$ cat config.mk
export PLATFORM = sky130hd
export DESIGN_NAME = vc_fifo_scheduler_flat
export DESIGN_NICKNAME = d
export VERILOG_FILES = /design/src/rtl/vc_fifo_scheduler_if.sv /design/src/rtl/vc_fifo_scheduler.sv /design/src/flat_wrapper.sv
export SDC_FILE = /design/constraint.sdc
export NUM_CORES = 1
export LEC_CHECK = 0
export CORE_MARGIN = 2
export CORE_UTILIZATION = 39
export CTS_CLUSTER_SIZE = 25
export DETAILED_ROUTE_END_ITERATION = 8
export PLACE_DENSITY_LB_ADDON = 0.15
export RECOVER_POWER = 50
export SETUP_SLACK_MARGIN = 0.5
export SLEW_MARGIN = 25
export SYNTH_ARGS = -nofsm -noshare
export SYNTH_HDL_FRONTEND = slang
export SYNTH_SLANG_ARGS = --single-unit
$ cat constraint.sdc
create_clock -name clk -period 3.57 [get_ports clk]
set_clock_uncertainty 0.2 [all_clocks]
set_input_delay 0.714 -clock clk [delete_from_list [all_inputs] [get_ports clk]]
set_output_delay 0.714 -clock clk [all_outputs]
set_load 0.02 [all_outputs]
$ cat src/rtl/vc_fifo_scheduler_if.sv
// Handshake bundle between the VC scheduler, its source FIFOs and the egress FIFO.
interface vc_fifo_scheduler_if #(
  parameter int NUM_VC = 4,
  parameter int DATA_W = 10
);
  logic [NUM_VC-1:0]        vc_empty;
  logic [NUM_VC-1:0]        vc_pop;
  logic [NUM_VC*DATA_W-1:0] vc_data;
  logic                     egr_almost_full;
  logic                     egr_push;
  logic [DATA_W-1:0]        egr_data;

  modport master (
    input  vc_empty, vc_data, egr_almost_full,
    output vc_pop, egr_push, egr_data
  );

  modport slave (
    output vc_empty, vc_data, egr_almost_full,
    input  vc_pop, egr_push, egr_data
  );
endinterface

$ cat src/rtl/vc_fifo_scheduler.sv
// Round-robin drain of NUM_VC source FIFOs into one egress FIFO with bounded bursts.
// Optional WORD_COUNT_EN builds per-VC 16-bit transferred-word counters.
module vc_fifo_scheduler #(
  parameter int NUM_VC    = 4,
  parameter int DATA_W    = 10,
  parameter int BURST_MAX = 4
) (
  input  logic                clk,
  input  logic                reset,
  input  logic                enable,
  vc_fifo_scheduler_if.master bus,
  output logic [1:0]          grant_vc,
  output logic                busy,
  input  logic [1:0]          cnt_sel,
  output logic [15:0]         cnt_out
);

  typedef enum logic [1:0] {INIT, IDLE, ACTIVE, STALL} state_t;

  state_t            state, state_nxt;
  logic [1:0]        grant_nxt;
  logic [3:0]        burst, burst_nxt;
  logic              do_pop;
  logic [1:0]        sel_vc;
  logic [3:0]        base_cnt, new_cnt;
  logic [2:0]        after_grant, after_sel;
  logic [NUM_VC-1:0] pop;
  logic              s1_valid;
  logic [1:0]        s1_vc;

  // {found, index} of the first non-empty VC after 'from', wrapping back to 'from' itself last.
  function automatic logic [2:0] pick_after(input logic [1:0] from, input logic [NUM_VC-1:0] empty);
    logic [2:0] r;
    logic [1:0] idx;
    r = '0;
    for (int unsigned k = 1; k <= 4; k++) begin
      idx = from + 2'(k);
      if (!r[2] && !empty[idx]) r = {1'b1, idx};
    end
    return r;
  endfunction

  always_comb begin
    state_nxt   = state;
    grant_nxt   = grant_vc;
    burst_nxt   = burst;
    do_pop      = 1'b0;
    sel_vc      = grant_vc;
    base_cnt    = '0;
    new_cnt     = '0;
    pop         = '0;
    after_sel   = '0;
    after_grant = pick_after(grant_vc, bus.vc_empty);
    case (state)
      INIT: state_nxt = IDLE;
      IDLE: begin
        if (enable && after_grant[2] && !bus.egr_almost_full) begin
          state_nxt = ACTIVE;
          do_pop    = 1'b1;
          sel_vc    = after_grant[1:0];
        end
      end
      ACTIVE: begin
        if (!enable || !after_grant[2]) begin
          state_nxt = IDLE;
          burst_nxt = '0;
        end else if (bus.egr_almost_full) begin
          state_nxt = STALL;
        end else begin
          // An emptied grant hands over in the same cycle, so no bubble appears.
          do_pop = 1'b1;
          if (!bus.vc_empty[grant_vc]) base_cnt = burst;
          else                         sel_vc   = after_grant[1:0];
        end
      end
      STALL: if (!bus.egr_almost_full) state_nxt = ACTIVE;
      default: state_nxt = INIT;
    endcase

    if (do_pop) begin
      pop[sel_vc] = 1'b1;
      new_cnt     = base_cnt + 4'd1;
      after_sel   = pick_after(sel_vc, bus.vc_empty);
      if (new_cnt == 4'(BURST_MAX) && after_sel[2]) begin
        grant_nxt = after_sel[1:0];
        burst_nxt = '0;
      end else begin
        grant_nxt = sel_vc;
        burst_nxt = new_cnt;
      end
    end
  end

  assign bus.vc_pop = pop;

  always_ff @(posedge clk) begin
    if (!reset) begin
      state        <= INIT;
      grant_vc     <= '0;
      burst        <= '0;
      s1_valid     <= 1'b0;
      s1_vc        <= '0;
      bus.egr_push <= 1'b0;
      bus.egr_data <= '0;
    end else begin
      state        <= state_nxt;
      grant_vc     <= grant_nxt;
      burst        <= burst_nxt;
      s1_valid     <= do_pop;
      s1_vc        <= sel_vc;
      bus.egr_push <= s1_valid;
      if (s1_valid) bus.egr_data <= bus.vc_data[s1_vc*DATA_W +: DATA_W];
    end
  end

  assign busy = s1_valid | bus.egr_push | (state == ACTIVE) | (state == STALL);

`ifdef WORD_COUNT_EN
  logic [1:0]  egr_vc;
  logic [15:0] cnt [NUM_VC];

  always_ff @(posedge clk) begin
    if (!reset) begin
      egr_vc <= '0;
      for (int unsigned i = 0; i < NUM_VC; i++) cnt[i] <= '0;
    end else begin
      if (s1_valid)     egr_vc      <= s1_vc;
      if (bus.egr_push) cnt[egr_vc] <= cnt[egr_vc] + 16'd1;
    end
  end

  assign cnt_out = cnt[cnt_sel];
`else
  logic unused_cnt_sel;
  assign unused_cnt_sel = ^cnt_sel;
  assign cnt_out        = 16'h0000;
`endif

endmodule

$ cat src/flat_wrapper.sv
// flat-port wrapper written by rule: the top's interface ports become plain ports
module vc_fifo_scheduler_flat 
#(
  parameter int NUM_VC    = 4,
  parameter int DATA_W    = 10,
  parameter int BURST_MAX = 4
)
  (clk, reset, enable, grant_vc, busy, cnt_sel, cnt_out, bus_vc_empty, bus_vc_data, bus_egr_almost_full, bus_vc_pop, bus_egr_push, bus_egr_data);
  vc_fifo_scheduler_if #(.NUM_VC(NUM_VC), .DATA_W(DATA_W)) bus_i ();
  input  logic clk;
  input  logic reset;
  input  logic enable;
  output logic [1:0] grant_vc;
  output logic busy;
  input  logic [1:0] cnt_sel;
  output logic [15:0] cnt_out;
  input wire logic [$bits(bus_i.vc_empty)-1:0] bus_vc_empty;
  input wire logic [$bits(bus_i.vc_data)-1:0] bus_vc_data;
  input wire logic [$bits(bus_i.egr_almost_full)-1:0] bus_egr_almost_full;
  output wire logic [$bits(bus_i.vc_pop)-1:0] bus_vc_pop;
  output wire logic [$bits(bus_i.egr_push)-1:0] bus_egr_push;
  output wire logic [$bits(bus_i.egr_data)-1:0] bus_egr_data;
  assign bus_i.vc_empty = bus_vc_empty;
  assign bus_i.vc_data = bus_vc_data;
  assign bus_i.egr_almost_full = bus_egr_almost_full;
  assign bus_vc_pop = bus_i.vc_pop;
  assign bus_egr_push = bus_i.egr_push;
  assign bus_egr_data = bus_i.egr_data;
  vc_fifo_scheduler #(.NUM_VC(NUM_VC), .DATA_W(DATA_W), .BURST_MAX(BURST_MAX)) u_core (.clk(clk), .reset(reset), .enable(enable), .bus(bus_i), .grant_vc(grant_vc), .busy(busy), .cnt_sel(cnt_sel), .cnt_out(cnt_out));
endmodule
# Word level (Yosys, flattened, before mapping)

Index checks and enable logic that the tools add are counted.

Equal/unequal tests: 7
$mul: 1
Bitwise operators: 3
Multiplexer cells: 54
$lt $le $gt $ge: 9
Add/sub/neg operators: 7
Div/mod/pow operators: 0
Shifts and indexed selects: 1
Reductions and logical operators: 31

Operators with widths:

| kind                                                               | count |
|---|---|
| variable part select 40 x 7 -> 10 bit                              | 1 |
| two-way mux 3 bit                                                  | 12 |
| two-way mux 4 bit                                                  | 9 |
| less-than comparator 2 x 3 -> 1 bit (second input constant)        | 8 |
| two-way mux 2 bit                                                  | 9 |
| binary-select mux 1 bit (select 2 bit)                             | 8 |
| zero test 1 bit                                                    | 15 |
| two-way mux 1 bit                                                  | 12 |
| logical AND 1 bit                                                  | 10 |
| adder 2 bit (second input constant)                                | 4 |
| case mux 2 bit (4 select lines)                                    | 1 |
| multiplier 2 x 3 -> 5 bit (second input constant)                  | 1 |
| adder 2 x 1 -> 2 bit (second input constant)                       | 2 |
| adder 4 x 1 -> 4 bit (second input constant)                       | 1 |
| equality test 2 bit (second input constant)                        | 2 |
| equality test 4 x 3 -> 1 bit (second input constant)               | 1 |
| case mux 2 bit (2 select lines)                                    | 1 |
| nonzero test 2 bit                                                 | 2 |
| inequality test 3 x 2 -> 1 bit (second input constant)             | 1 |
| bitwise OR 1 bit                                                   | 3 |
| AND reduction 3 bit                                                | 1 |
| demux 1 bit (select 2 bit)                                         | 1 |
| equality test 2 x 1 -> 1 bit (second input constant)               | 1 |
| greater-or-equal comparator 2 x 1 -> 1 bit (second input constant) | 1 |
| 6 further kinds                                                    | 6 |

Word-level logic and storage cells: 120
ROM bits: 0
Bits in registers: 22
Memories: 0
Output and inout bits: 34
Input bits: 50
Bits in latches: 0
Memory bits (writable): 0

# Logic depth before layout (Yosys ltp)

Word-level depth: 37
Gate-level depth with buffers: 14
Mapped depth without buffers: 12

# Worst setup path before layout

No wires, ideal clock.

Path kind: input to output
Start point: input port bus_vc_empty[2]
End point: output port bus_vc_pop[3]
Path slack: -0.034 ns
Arrival time: 2.690 ns
Cell stages on the path: 11
Path buffers: 3
Required time: 2.656 ns
Cells stage by stage: clkbuf_1 > mux2i_1 > o21ai_1 > a311o_1 > or4_1 > and3_1 > buf_6 > clkinv_4 > buf_12 > ha_1 > and2_1

Longest elaborated chain between the ends: 21
Elaborated cells between the ends (all ways): 39
Classes of those cells: order compare: 2; mux: 23; reduce/logical: 14

RTL lines:

| what                                                                                                                    | RTL line                                         | text |
|---|---|---|
| start, declared                                                                                                         | flat_wrapper.sv:17                               | `input wire logic [$bits(bus_i.vc_empty)-1:0] bus_vc_empty;` |
| binary-select mux 1 bit (select 2 bit)                                                                                  | vc_fifo_scheduler.sv:38                          | `if (!r[2] && !empty[idx]) r = {1'b1, idx};` |
| two-way mux 1 bit (implied by the code)                                                                                 | vc_fifo_scheduler.sv:38                          |  |
| two-way mux 3 bit                                                                                                       | vc_fifo_scheduler.sv:38                          |  |
| zero test 1 bit                                                                                                         | vc_fifo_scheduler.sv:38                          |  |
| logical AND 1 bit                                                                                                       | vc_fifo_scheduler.sv:38                          |  |
| two-way mux 3 bit                                                                                                       | vc_fifo_scheduler.sv:38                          |  |
| zero test 1 bit                                                                                                         | vc_fifo_scheduler.sv:38                          |  |
| logical AND 1 bit                                                                                                       | vc_fifo_scheduler.sv:38                          |  |
| [6 not listed]                                                                                                          | -                                                |  |
| two-way mux 2 bit (on tied branches)                                                                                    | vc_fifo_scheduler.sv:64, vc_fifo_scheduler.sv:57 |  |
| case mux 2 bit (2 select lines) *                                                                                       | vc_fifo_scheduler.sv:54                          | `case (state)` |
| via u_core.sel_vc[0]                                                                                                    | vc_fifo_scheduler.sv:24                          | `logic [1:0] sel_vc;` |
| less-than comparator 2 x 3 -> 1 bit (implied by the code) or greater-or-equal comparator 2 x 1 -> 1 bit (tied branches) | vc_fifo_scheduler.sv:81                          | `pop[sel_vc] = 1'b1;` |
| logical AND 1 bit (implied by the code)                                                                                 | vc_fifo_scheduler.sv:81                          |  |
| two-way mux 1 bit (implied by the code)                                                                                 | vc_fifo_scheduler.sv:81                          |  |
| demux 1 bit (select 2 bit) *                                                                                            | -                                                |  |
| two-way mux 4 bit *                                                                                                     | vc_fifo_scheduler.sv:80                          | `if (do_pop) begin` |
| end, declared                                                                                                           | flat_wrapper.sv:20                               | `output wire logic [$bits(bus_i.vc_pop)-1:0] bus_vc_pop;` |

The timed path passes the listed nets; every way through them passes the cells marked *. The select of a mux whose other input is x is not followed.

# Worst setup path after layout

Start point: input port bus_vc_empty[3]
End point: output port bus_vc_pop[0]

Longest elaborated chain between the ends: 21
Elaborated cells between the ends (all ways): 39
Classes of those cells: order compare: 2; mux: 23; reduce/logical: 14

RTL lines:

| what                                                                                                                    | RTL line                                         | text |
|---|---|---|
| binary-select mux 1 bit (select 2 bit)                                                                                  | vc_fifo_scheduler.sv:38                          |  |
| two-way mux 1 bit (implied by the code)                                                                                 | vc_fifo_scheduler.sv:38                          |  |
| two-way mux 3 bit                                                                                                       | vc_fifo_scheduler.sv:38                          |  |
| zero test 1 bit                                                                                                         | vc_fifo_scheduler.sv:38                          |  |
| logical AND 1 bit                                                                                                       | vc_fifo_scheduler.sv:38                          |  |
| two-way mux 3 bit                                                                                                       | vc_fifo_scheduler.sv:38                          |  |
| zero test 1 bit                                                                                                         | vc_fifo_scheduler.sv:38                          |  |
| logical AND 1 bit                                                                                                       | vc_fifo_scheduler.sv:38                          |  |
| [5 not listed]                                                                                                          | -                                                |  |
| two-way mux 2 bit, or another cell as far along                                                                         | vc_fifo_scheduler.sv:67                          | `end else if (bus.egr_almost_full) begin` |
| two-way mux 2 bit (on tied branches)                                                                                    | vc_fifo_scheduler.sv:64, vc_fifo_scheduler.sv:57 |  |
| case mux 2 bit (2 select lines)                                                                                         | vc_fifo_scheduler.sv:54                          |  |
| less-than comparator 2 x 3 -> 1 bit (implied by the code) or greater-or-equal comparator 2 x 1 -> 1 bit (tied branches) | vc_fifo_scheduler.sv:81                          |  |
| logical AND 1 bit (implied by the code)                                                                                 | vc_fifo_scheduler.sv:81                          |  |
| two-way mux 1 bit (implied by the code)                                                                                 | vc_fifo_scheduler.sv:81                          |  |
| demux 1 bit (select 2 bit)                                                                                              | -                                                |  |
| two-way mux 4 bit *                                                                                                     | vc_fifo_scheduler.sv:80                          |  |

Every way passes the cells marked *; elsewhere a longest branch is shown, timed or not. The select of a mux whose other input is x is not followed.

==> metrics.txt <==
Post-CTS Hold Buffers=0; top-count cell post-synth=dfxtp_1; Slew Limit Fails=0; fin nets=379; area occupied by registers=440.4 um^2; worst relative slew slack=0.5396; I/O pin count=84; GR Util met2=0.3658; Max stage delay on crit path=0.38 ns; CTS Buffer Depth=2; initial antenna violation count=0; Routed WL=5882 um; Total GRT Usage=0.2010; Crit-path slowest cell=o311ai_4; CTS Buf Count=3; routed length per placed instance=15.24 um; die area=0.005594 mm^2; Vias=2032; DRC=0; critical path cell sequence=buf_6, buf_6, buf_4, a21o_1, a32oi_2, nand2_2, o311ai_4, inv_2, ha_4, and2_4, buf_6; crit path kind=input pin to primary output; main combinational cell family by area after synthesis=compound AO/OA/AOI/OAI gates; Ant. Diodes=0; GRT met3 Usage=0.01740; Cell Area, Synth=0.001954 mm^2; Req. time, crit path=2.66 ns; fin area=0.003146 mm^2; Fillers=418; RD Place Congestion=0.8974; mux cell area share after synthesis=0.1985; Yosys warnings=0; met1 Use GR=0.2632; count of buffers from port buffering=65; Mapped Cells=223; vias in the first global route=1871; crit-path most repeated cell=buf_6; Non-Filler Instances=386; Chip Height=74.79 um; root buf cell=clkbuf_8; # rows=25; H-tree depth=1; Starting Density=0.4084; CTS tree=built; Simple-Gate Fraction of Synth Area=0.1786; largest net degree at the start of global routing=16; largest cells by area after synthesis=dfxtp_1 23%, mux4_2 13%, mux2i_1 7.2%; Synth top area share=0.2254; 1st-pass router iterations=4; first-pass GRT wire length=8852 um; commonest cells in the netlist=22 x dfxtp_1, 17 x buf_4, 17 x nand2_1, 17 x nor2_1, 14 x mux2i_1; Pwr Density=275.2 mW/mm^2; dominant cell type by area after synthesis=dfxtp_1; area of placed instances=0.002809 mm^2; DRT antenna net count=0; Reg clk slew, reported paths=0.08 ns; Synth Area in Adders=0.05762; xor and xnor area share after synthesis=0; final number of setup-violating endpoints=0; Final Hold Vio Count=0; LEAKAGE=1.325 nW; Synth Register Bits=22; Sink Count=22; die width=74.79 um; library cells used by synthesis=53; GRT Residual Overflow=0; busiest grt layer=met2; crit path DAT=2.58 ns; VDD IR max=0.0001365 V; Hold Path Class=register to register; post-synthesis async set-or-reset flop share=0; maximum clock frequency=0.2861 GHz; RSZ-0062 raised after global routing=true; outcome=finished, final reports clean; clock latency on the worst-skew pair=0.26 ns; Area growth syn-to-layout=60.95%; Final min period=3.496 ns; Worst-Margin Slew=0.6897 ns; core area=0.004786 mm^2; placed cell count=373; Synth Area in Compound Gates=0.2055; syn avg cell area=8.764 um^2; critical path fanouts, max=6; layout cell share with drive strength beyond 1=0.3135; max cap viols=0; CP Launch Type=input pin; number of synthesized flops with an enable pin=0; most used flip-flop cell after synthesis=dfxtp_1; multi-input logic area=0.001474 mm^2; vias per inst=5.264; Seq/Total Area, Yosys=0.2254; Worst setup EP type=primary output; Final HPWL DP=4332 um; DRT iter0 DRCs=69; period utilisation layout=0.9792
==> sequential cells by signal, summed over array words and instances (netlist names) <==
| register | count |
|---|---|
| u_core.burst | 4 |
| u_core.bus.egr_data | 10 |
| u_core.bus.egr_push | 1 |
| u_core.grant_vc | 2 |
| u_core.s1_valid | 1 |
| u_core.s1_vc | 2 |
| u_core.state | 2 |
==> critical path: cells and delay by family <==
kind | cells | cell delay (ns)
buffers and inverters | 5 | 0.62
adder cells (fa/ha/maj) | 1 | 0.18
AO/OA/AOI/OAI | 3 | 0.81
AND/OR/NAND/NOR | 2 | 0.26
==> what timing repair did <==
action,4_1_cts,5_1_grt
setup endpoints to repair,9,8
pin swaps,16,14
gates resized for setup,74,16
buffers inserted,9,0
==> logic make-up (layout without fill, tap and decap cells) <==
kind of cell             Yosys count  count (layout)
adder cells (fa/ha/maj)            9               9
flip-flops                        22              22
multiplexers                      25              25
AO/OA/AOI/OAI                     52              52
other                              1              16
AND/OR/NAND/NOR                   70              70
buffers and inverters             44             125
==> placed cells by master, fill, tap and decap left out, types with 3 or more instances in the layout <==
| cell | netlist | layout |
|---|---|---|
| a21oi_1 | 4 | 3 |
| a31oi_1 | 3 | 3 |
| and2_1 | 9 | 5 |
| and2_4 | 0 | 4 |
| and3_1 | 5 | 4 |
| buf_4 | 17 | 35 |
| buf_6 | 1 | 16 |
| clkbuf_8 | 0 | 3 |
| clkdlybuf4s50_1 | 0 | 44 |
| conb_1 | 1 | 16 |
| dfxtp_1 | 22 | 22 |
| dlygate4sd3_1 | 0 | 10 |
| ha_1 | 9 | 5 |
| ha_4 | 0 | 4 |
| inv_1 | 11 | 8 |
| inv_2 | 0 | 3 |
| mux2i_1 | 14 | 12 |
| mux4_2 | 11 | 11 |
| nand2_1 | 17 | 15 |
| nand3_1 | 6 | 5 |
| nor2_1 | 17 | 17 |
| nor2b_1 | 5 | 4 |
| nor3_1 | 3 | 3 |
| o211ai_1 | 4 | 4 |
| o21ai_0 | 11 | 10 |
==> metal layers <==
metal	vias to the layer above	share of wire
met1	959	0.41
met2	82	0.52
met3	10	0.054
li1	981	-
met4	0	0.018
met5	-	0
==> layout make-up <==
cell class                      instances  share of cell area
Clock buffer                            3             0.01313
Inverter                               12             0.01591
Sequential cell                        22              0.1400
Tap cell                               67             0.02665
Clock inverter                          1            0.009547
Multi-Input combinational cell        172              0.4686
Timing Repair Buffer                  109              0.3262
==> final timing paths <==
path                                 from                              end  slack (ns)  depth (start not counted)
max                       bus_vc_empty[3]                    bus_vc_pop[0]        0.07                         11
max reg2reg  u_core.state[1]$_SDFFE_PN0P_  u_core.grant_vc[0]$_SDFFE_PN0P_        0.39                         13
min          u_core.burst[3]$_SDFFE_PN0P_     u_core.burst[3]$_SDFFE_PN0P_        0.27                          1
min reg2reg  u_core.burst[3]$_SDFFE_PN0P_     u_core.burst[3]$_SDFFE_PN0P_        0.27                          1
==> through the flow <==
stage / setup TNS [ns] / hold slack [ns] / util / setup slack, ns / power [W]
global placement: -4.795 / 0.2513 / 0.5869 / -0.8562 / 0.0005850
CTS: -0.1533 / 0.2650 / 0.6421 / -0.04507 / 0.0008519
global route: 0 / 0.3045 / 0.6573 / 0.02123 / 0.0009127
detailed placement: -4.943 / 0.2483 / 0.5869 / -0.8876 / 0.0005876
floorplan: 0 / 0.2284 / - / 0.1160 / 0.0004637
finish: 0 / 0.2666 / 0.6573 / 0.07413 / 0.0008657
==> where the power goes <==
part | internal, W | total (W) | switching (W)
registers | 0.000256 | 0.000266 | 0.00000997
logic | 0.000195 | 0.000369 | 0.000174
clock network | 0.000150 | 0.000230 | 0.0000807
total | 0.000601 | 0.000866 | 0.000265
(Power assumes the default switching activity.)
